--- src/rtl/vga_plot_arbiter_if.sv ---
// Pixel-source and adapter-side signal bundle for vga_plot_arbiter.
// master = pixel sources / adapter side, slave = the arbiter itself.
interface vga_plot_arbiter_if #(
  parameter int X_WIDTH      = 9,
  parameter int Y_WIDTH      = 8,
  parameter int COLOUR_WIDTH = 1
);
  logic                    arb_en;

  logic                    req0;
  logic [X_WIDTH-1:0]      x0;
  logic [Y_WIDTH-1:0]      y0;
  logic [COLOUR_WIDTH-1:0] colour0;
  logic                    ack0;

  logic                    req1;
  logic                    lock1;
  logic [X_WIDTH-1:0]      x1;
  logic [Y_WIDTH-1:0]      y1;
  logic [COLOUR_WIDTH-1:0] colour1;
  logic                    ack1;

  logic                    lock_abort;
  logic                    vga_plot;
  logic [X_WIDTH-1:0]      vga_x;
  logic [Y_WIDTH-1:0]      vga_y;
  logic [COLOUR_WIDTH-1:0] vga_colour;

  modport master (
    output arb_en,
    output req0, x0, y0, colour0,
    input  ack0,
    output req1, lock1, x1, y1, colour1,
    input  ack1,
    input  lock_abort, vga_plot, vga_x, vga_y, vga_colour
  );

  modport slave (
    input  arb_en,
    input  req0, x0, y0, colour0,
    output ack0,
    input  req1, lock1, x1, y1, colour1,
    output ack1,
    output lock_abort, vga_plot, vga_x, vga_y, vga_colour
  );
endinterface

--- src/rtl/vga_plot_arbiter.sv ---
// Two-source write-port arbiter for vga_adapter: per-pixel round-robin plus locked overlay bursts
// with timeout. Define VGA_ARB_STATS_EN to add stall/plot/abort statistics counters.
module vga_plot_arbiter #(
  parameter int X_WIDTH      = 9,
  parameter int Y_WIDTH      = 8,
  parameter int COLOUR_WIDTH = 1,
  parameter int MAX_BURST    = 64
) (
  input  logic                 clock,
  input  logic                 resetn,
`ifdef VGA_ARB_STATS_EN
  input  logic                 stats_clr,
  output logic [15:0]          stall0_cnt,
  output logic [15:0]          plot1_cnt,
  output logic [7:0]           abort_cnt,
`endif
  vga_plot_arbiter_if.slave    bus
);

  localparam int CNT_W = $clog2(MAX_BURST) + 1;
  localparam logic [CNT_W-1:0] TIMEOUT_CNT = CNT_W'(MAX_BURST - 1);

  typedef enum logic [0:0] {
    ARB   = 1'b0,
    LOCK1 = 1'b1
  } state_t;

  state_t                  state_q, state_d;
  logic                    last_grant_q, last_grant_d;
  logic [CNT_W-1:0]        burst_cnt_q, burst_cnt_d;
  logic                    lock_abort_q, lock_abort_d;
  logic                    vga_plot_q;
  logic [X_WIDTH-1:0]      vga_x_q;
  logic [Y_WIDTH-1:0]      vga_y_q;
  logic [COLOUR_WIDTH-1:0] vga_colour_q;

  logic                    en;
  logic                    ack0_c;
  logic                    ack1_c;

  // Acks are combinational, so gate them with resetn to keep them low while reset is held.
  assign en = bus.arb_en & resetn;

  always_comb begin
    state_d      = state_q;
    last_grant_d = last_grant_q;
    burst_cnt_d  = burst_cnt_q;
    lock_abort_d = 1'b0;
    ack0_c       = 1'b0;
    ack1_c       = 1'b0;

    case (state_q)
      ARB: begin
        if (en) begin
          if (bus.req0 && (!bus.req1 || last_grant_q)) begin
            ack0_c       = 1'b1;
            last_grant_d = 1'b0;
          end else if (bus.req1) begin
            ack1_c       = 1'b1;
            last_grant_d = 1'b1;
            if (bus.lock1) begin
              state_d     = LOCK1;
              burst_cnt_d = CNT_W'(1);
            end
          end
        end
      end

      LOCK1: begin
        ack1_c      = en & bus.req1;
        burst_cnt_d = burst_cnt_q + 1'b1;
        // A release in the timeout cycle wins, so no abort is signalled then.
        if (ack1_c && !bus.lock1) begin
          state_d      = ARB;
          last_grant_d = 1'b1;
          burst_cnt_d  = '0;
        end else if (burst_cnt_q == TIMEOUT_CNT) begin
          state_d      = ARB;
          last_grant_d = 1'b1;
          burst_cnt_d  = '0;
          lock_abort_d = 1'b1;
        end
      end

      default: begin
        state_d = ARB;
      end
    endcase
  end

  always_ff @(posedge clock or negedge resetn) begin
    if (!resetn) begin
      state_q      <= ARB;
      last_grant_q <= 1'b1;
      burst_cnt_q  <= '0;
      lock_abort_q <= 1'b0;
      vga_plot_q   <= 1'b0;
      vga_x_q      <= '0;
      vga_y_q      <= '0;
      vga_colour_q <= '0;
    end else begin
      state_q      <= state_d;
      last_grant_q <= last_grant_d;
      burst_cnt_q  <= burst_cnt_d;
      lock_abort_q <= lock_abort_d;
      vga_plot_q   <= ack0_c | ack1_c;
      if (ack0_c) begin
        vga_x_q      <= bus.x0;
        vga_y_q      <= bus.y0;
        vga_colour_q <= bus.colour0;
      end else if (ack1_c) begin
        vga_x_q      <= bus.x1;
        vga_y_q      <= bus.y1;
        vga_colour_q <= bus.colour1;
      end
    end
  end

  assign bus.ack0       = ack0_c;
  assign bus.ack1       = ack1_c;
  assign bus.lock_abort = lock_abort_q;
  assign bus.vga_plot   = vga_plot_q;
  assign bus.vga_x      = vga_x_q;
  assign bus.vga_y      = vga_y_q;
  assign bus.vga_colour = vga_colour_q;

`ifdef VGA_ARB_STATS_EN
  logic [15:0] stall0_q;
  logic [15:0] plot1_q;
  logic [7:0]  abort_q;

  // Saturating counters; a clear in the same cycle as an increment leaves zero.
  always_ff @(posedge clock or negedge resetn) begin
    if (!resetn) begin
      stall0_q <= '0;
      plot1_q  <= '0;
      abort_q  <= '0;
    end else if (stats_clr) begin
      stall0_q <= '0;
      plot1_q  <= '0;
      abort_q  <= '0;
    end else begin
      if (bus.req0 && !ack0_c && (stall0_q != 16'hFFFF)) begin
        stall0_q <= stall0_q + 16'd1;
      end
      if (ack1_c && (plot1_q != 16'hFFFF)) begin
        plot1_q <= plot1_q + 16'd1;
      end
      if (lock_abort_d && (abort_q != 8'hFF)) begin
        abort_q <= abort_q + 8'd1;
      end
    end
  end

  assign stall0_cnt = stall0_q;
  assign plot1_cnt  = plot1_q;
  assign abort_cnt  = abort_q;
`endif

endmodule

--- src/flat_wrapper.sv ---
// flat-port wrapper written by rule: the top's interface ports become plain ports
module vga_plot_arbiter_flat 
#(
  parameter int X_WIDTH      = 9,
  parameter int Y_WIDTH      = 8,
  parameter int COLOUR_WIDTH = 1,
  parameter int MAX_BURST    = 64
)
  (clock, resetn, bus_arb_en, bus_req0, bus_x0, bus_y0, bus_colour0, bus_ack0, bus_req1, bus_lock1, bus_x1, bus_y1, bus_colour1, bus_ack1, bus_lock_abort, bus_vga_plot, bus_vga_x, bus_vga_y, bus_vga_colour);
  vga_plot_arbiter_if #(.X_WIDTH(X_WIDTH), .Y_WIDTH(Y_WIDTH), .COLOUR_WIDTH(COLOUR_WIDTH)) bus_i ();
  input  logic clock;
  input  logic resetn;
  input wire logic [$bits(bus_i.arb_en)-1:0] bus_arb_en;
  input wire logic [$bits(bus_i.req0)-1:0] bus_req0;
  input wire logic [$bits(bus_i.x0)-1:0] bus_x0;
  input wire logic [$bits(bus_i.y0)-1:0] bus_y0;
  input wire logic [$bits(bus_i.colour0)-1:0] bus_colour0;
  output wire logic [$bits(bus_i.ack0)-1:0] bus_ack0;
  input wire logic [$bits(bus_i.req1)-1:0] bus_req1;
  input wire logic [$bits(bus_i.lock1)-1:0] bus_lock1;
  input wire logic [$bits(bus_i.x1)-1:0] bus_x1;
  input wire logic [$bits(bus_i.y1)-1:0] bus_y1;
  input wire logic [$bits(bus_i.colour1)-1:0] bus_colour1;
  output wire logic [$bits(bus_i.ack1)-1:0] bus_ack1;
  output wire logic [$bits(bus_i.lock_abort)-1:0] bus_lock_abort;
  output wire logic [$bits(bus_i.vga_plot)-1:0] bus_vga_plot;
  output wire logic [$bits(bus_i.vga_x)-1:0] bus_vga_x;
  output wire logic [$bits(bus_i.vga_y)-1:0] bus_vga_y;
  output wire logic [$bits(bus_i.vga_colour)-1:0] bus_vga_colour;
  assign bus_i.arb_en = bus_arb_en;
  assign bus_i.req0 = bus_req0;
  assign bus_i.x0 = bus_x0;
  assign bus_i.y0 = bus_y0;
  assign bus_i.colour0 = bus_colour0;
  assign bus_ack0 = bus_i.ack0;
  assign bus_i.req1 = bus_req1;
  assign bus_i.lock1 = bus_lock1;
  assign bus_i.x1 = bus_x1;
  assign bus_i.y1 = bus_y1;
  assign bus_i.colour1 = bus_colour1;
  assign bus_ack1 = bus_i.ack1;
  assign bus_lock_abort = bus_i.lock_abort;
  assign bus_vga_plot = bus_i.vga_plot;
  assign bus_vga_x = bus_i.vga_x;
  assign bus_vga_y = bus_i.vga_y;
  assign bus_vga_colour = bus_i.vga_colour;
  vga_plot_arbiter #(.X_WIDTH(X_WIDTH), .Y_WIDTH(Y_WIDTH), .COLOUR_WIDTH(COLOUR_WIDTH), .MAX_BURST(MAX_BURST)) u_core (.clock(clock), .resetn(resetn), .bus(bus_i));
endmodule
--- config.mk ---
export PLATFORM = sky130hd
export DESIGN_NAME = vga_plot_arbiter_flat
export DESIGN_NICKNAME = d
export VERILOG_FILES = /design/src/rtl/vga_plot_arbiter_if.sv /design/src/rtl/vga_plot_arbiter.sv /design/src/flat_wrapper.sv
export SDC_FILE = /design/constraint.sdc
export NUM_CORES = 1
export LEC_CHECK = 0
export ABC_AREA = 1
export ABC_CLOCK_PERIOD_IN_PS = 1200
export CAP_MARGIN = 30
export CORE_UTILIZATION = 38
export DETAILED_ROUTE_END_ITERATION = 8
export HOLD_SLACK_MARGIN = 0.15
export PLACE_DENSITY = 0.78
export SYNTH_ARGS = -nofsm -noshare
export SYNTH_HDL_FRONTEND = slang
export SYNTH_SLANG_ARGS = --single-unit
--- constraint.sdc ---
create_clock -name clock -period 1.2 [get_ports clock]
set_input_delay 0.24 -clock clock [delete_from_list [all_inputs] [get_ports clock]]
set_output_delay 0.24 -clock clock [all_outputs]
set_load 0.1 [all_outputs]
==> results.toml <==
[run_status]
status = "finished with violations"
violations = "setup timing"

[clocking]
cts_sinks = 29
clockBufferDepth = 2
root_buffer = "clkbuf_8"
cts_tree = "yes"
cts-buffers-inserted = 5
insertion_delay_ns = 0.28
htreeDepth = 2
clk_pin_slew_ns = 0.07

[sta]
setup_slack_ns = -0.369
tightest_slew_ns = 0.372
min_period_ns = 1.57
finalMaxSlewViolations = 0
finalHoldViolCount = 0
setup_viol = 30
fin_crit_sh = 1.31
rsz0062_at_grt = "true"
finClkSkew_ns = 0.00715
max_freq_mhz = 637
max_slew_margin = 0.751

[logic_synthesis]
ys_types = 22
synth_seq_cells = 29
synthCells = 171
synth_area_um2 = 1480
synth.yosys.warnings = 0
syn-num-nets = 214
avgSynthCellArea_um2 = 8.65
ys_seq_area_frac = 0.492

[setup_path]
r2r_start = "u_core.last_grant_q"
crit_arrival_ns = 1.33
reg2reg_depth = 9
required_ns = 0.96
start_kind = "flop"
path_max_fanout = 2
crit_start = "u_core.last_grant_q"
crit_path_end_kind = "output port"
path_class = "flop to output port"

[drt]
firstDrtPassIters = 4
routed_wl_um = 4510
drt_iter0_drc = 110
ant_nets = 0
wl_per_cell_um = 14.4
via_per_inst = 4.96
num_vias = 1557
drc_errors = 0

[layout]
final_common_cell = "nand2_1"
regArea_um2 = 727
fillerInstances = 230
num-nets-final = 308
multi_input_area_um2 = 810
drive_gt1_frac = 0.361
mostFrequentLayoutCells = "nand2_1 (57), clkdlybuf4s50_1 (38), dfrtp_1 (28), buf_12 (23)"
diodes = 0
stdcell_area_um2 = 2820
area_delta_synth_final_pct = 90.9

[grt]
overflow = 0
grt_pass1_wl_um = 6910
grt_pass1_vias = 1563
track_usage = 0.225
grt_start_max_net_pins = 21
antenna_found_initial = 0

[floorplanning]
die_y_um = 64.4
io_pins = 64
coreArea_um2 = 3690
dieArea_um2 = 4150
rows = 22
die_w_um = 64.4
initial_core_util = 0.401

[power]
power.density_nw_per_um2 = 1920
report.power.total_mw = 5.42
ir_drop_mv = 1.11
power.leakage_nw = 1.34

[placed_design]
port_buffers = 63
post_dp_cell_area_um2 = 2500
place.gp.congestion = 0.764
dp.final_hpwl_um = 2860

[job]
cap_violations = 0

[hold_path]
hp-class = "input port to asynchronous set/reset pin"
[state kept, by name (all words and copies together), names as in the netlist]
signal / cells
u_core.bus.vga_x: 9
u_core.bus.vga_y: 8
u_core.burst_cnt_q: 7
u_core.bus.lock_abort: 1
u_core.bus.vga_colour: 1
u_core.bus.vga_plot: 1
u_core.last_grant_q: 1
u_core.state_q: 1
[cell families after synthesis]
| group | share of synthesized area |
|---|---|
| AOI/OAI and AO/OA | 0.0389 |
| xor gates and xnor gates | 0.00592 |
| adders and majority gates | 0.00846 |
| buffers and inverters | 0.0728 |
| DFF | 0.492 |
| and+or+nand+nor | 0.382 |
[worst paths after layout]
path	end	slack [ns]
max	bus_ack0	-0.37
min	u_core.state_q	0.19
max reg2reg	u_core.bus.vga_colour	-0.30
min reg2reg	u_core.last_grant_q	0.52
max in group asynchronous	u_core.bus.vga_y[4]	0.39
min in group clock	u_core.last_grant_q	0.52
[Yosys cell counts, drive strengths merged]
| cell type | n | area, um2 |
|---|---|---|
| a21oi | 2 | 10.0 |
| inv | 10 | 47.6 |
| a21boi | 1 | 7.51 |
| dfrtp | 28 | 701 |
| ha | 1 | 12.5 |
| buf | 5 | 60.1 |
| dfstp | 1 | 26.3 |
| nand2 | 72 | 298 |
| xor2 | 1 | 8.76 |
| nand4 | 3 | 18.8 |
| nand3 | 29 | 163 |
| nor2 | 10 | 86.3 |
| o21ai | 8 | 40.0 |
[through the flow]
step	worst slack (ns)	hold slack, ns	instances	utilization	TNS, ns
floorplan	-0.118	-0.0556	171	-	-1.22
global placement	-0.459	0.466	297	0.678	-12.51
detailed placement	-0.476	0.469	297	0.678	-13.31
CTS	-0.397	0.197	311	0.728	-6.35
global route	-0.424	0.224	314	0.765	-8.64
finish	-0.369	0.186	314	0.765	-6.67
[per-layer routing]
| metal | track usage | up-vias | part of all wire |
|---|---|---|---|
| li1 | - | 740 | - |
| met1 | 0.244 | 739 | 0.38 |
| met2 | 0.384 | 68 | 0.53 |
| met3 | 0.0643 | 10 | 0.060 |
| met4 | 0.133 | 0 | 0.025 |
| met5 | 0 | - | 0 |
[cell type report]
| cell class | count | share of cell area |
|---|---|---|
| multi-input combinational | 127 | 0.287 |
| timing repair buffer | 92 | 0.389 |
| inverter | 10 | 0.0168 |
| clock buffer | 8 | 0.0284 |
| sequential | 29 | 0.258 |
| tap | 48 | 0.0213 |
[worst max-delay path, stage by stage (launching register included)]
cell	delay (ns)
dfstp_2	0.52
inv_2	0.05
nand2_4	0.06
nand3_4	0.10
nor2_8	0.13
buf_12	0.18
[power breakdown]
part | switching (mW) | total, mW | internal [mW]
clock network | 0.363 | 0.775 | 0.411
logic | 1.93 | 3.15 | 1.22
registers | 0.268 | 1.50 | 1.23
[timing repair]
action,4_1_cts,5_1_grt
pin swaps,12,8
setup endpoints to repair,30,31
resized for setup,25,26
endpoints found under the hold margin,9,0
setup buffers,6,3
hold buffers,1,0
(Power assumes the default switching activity.)
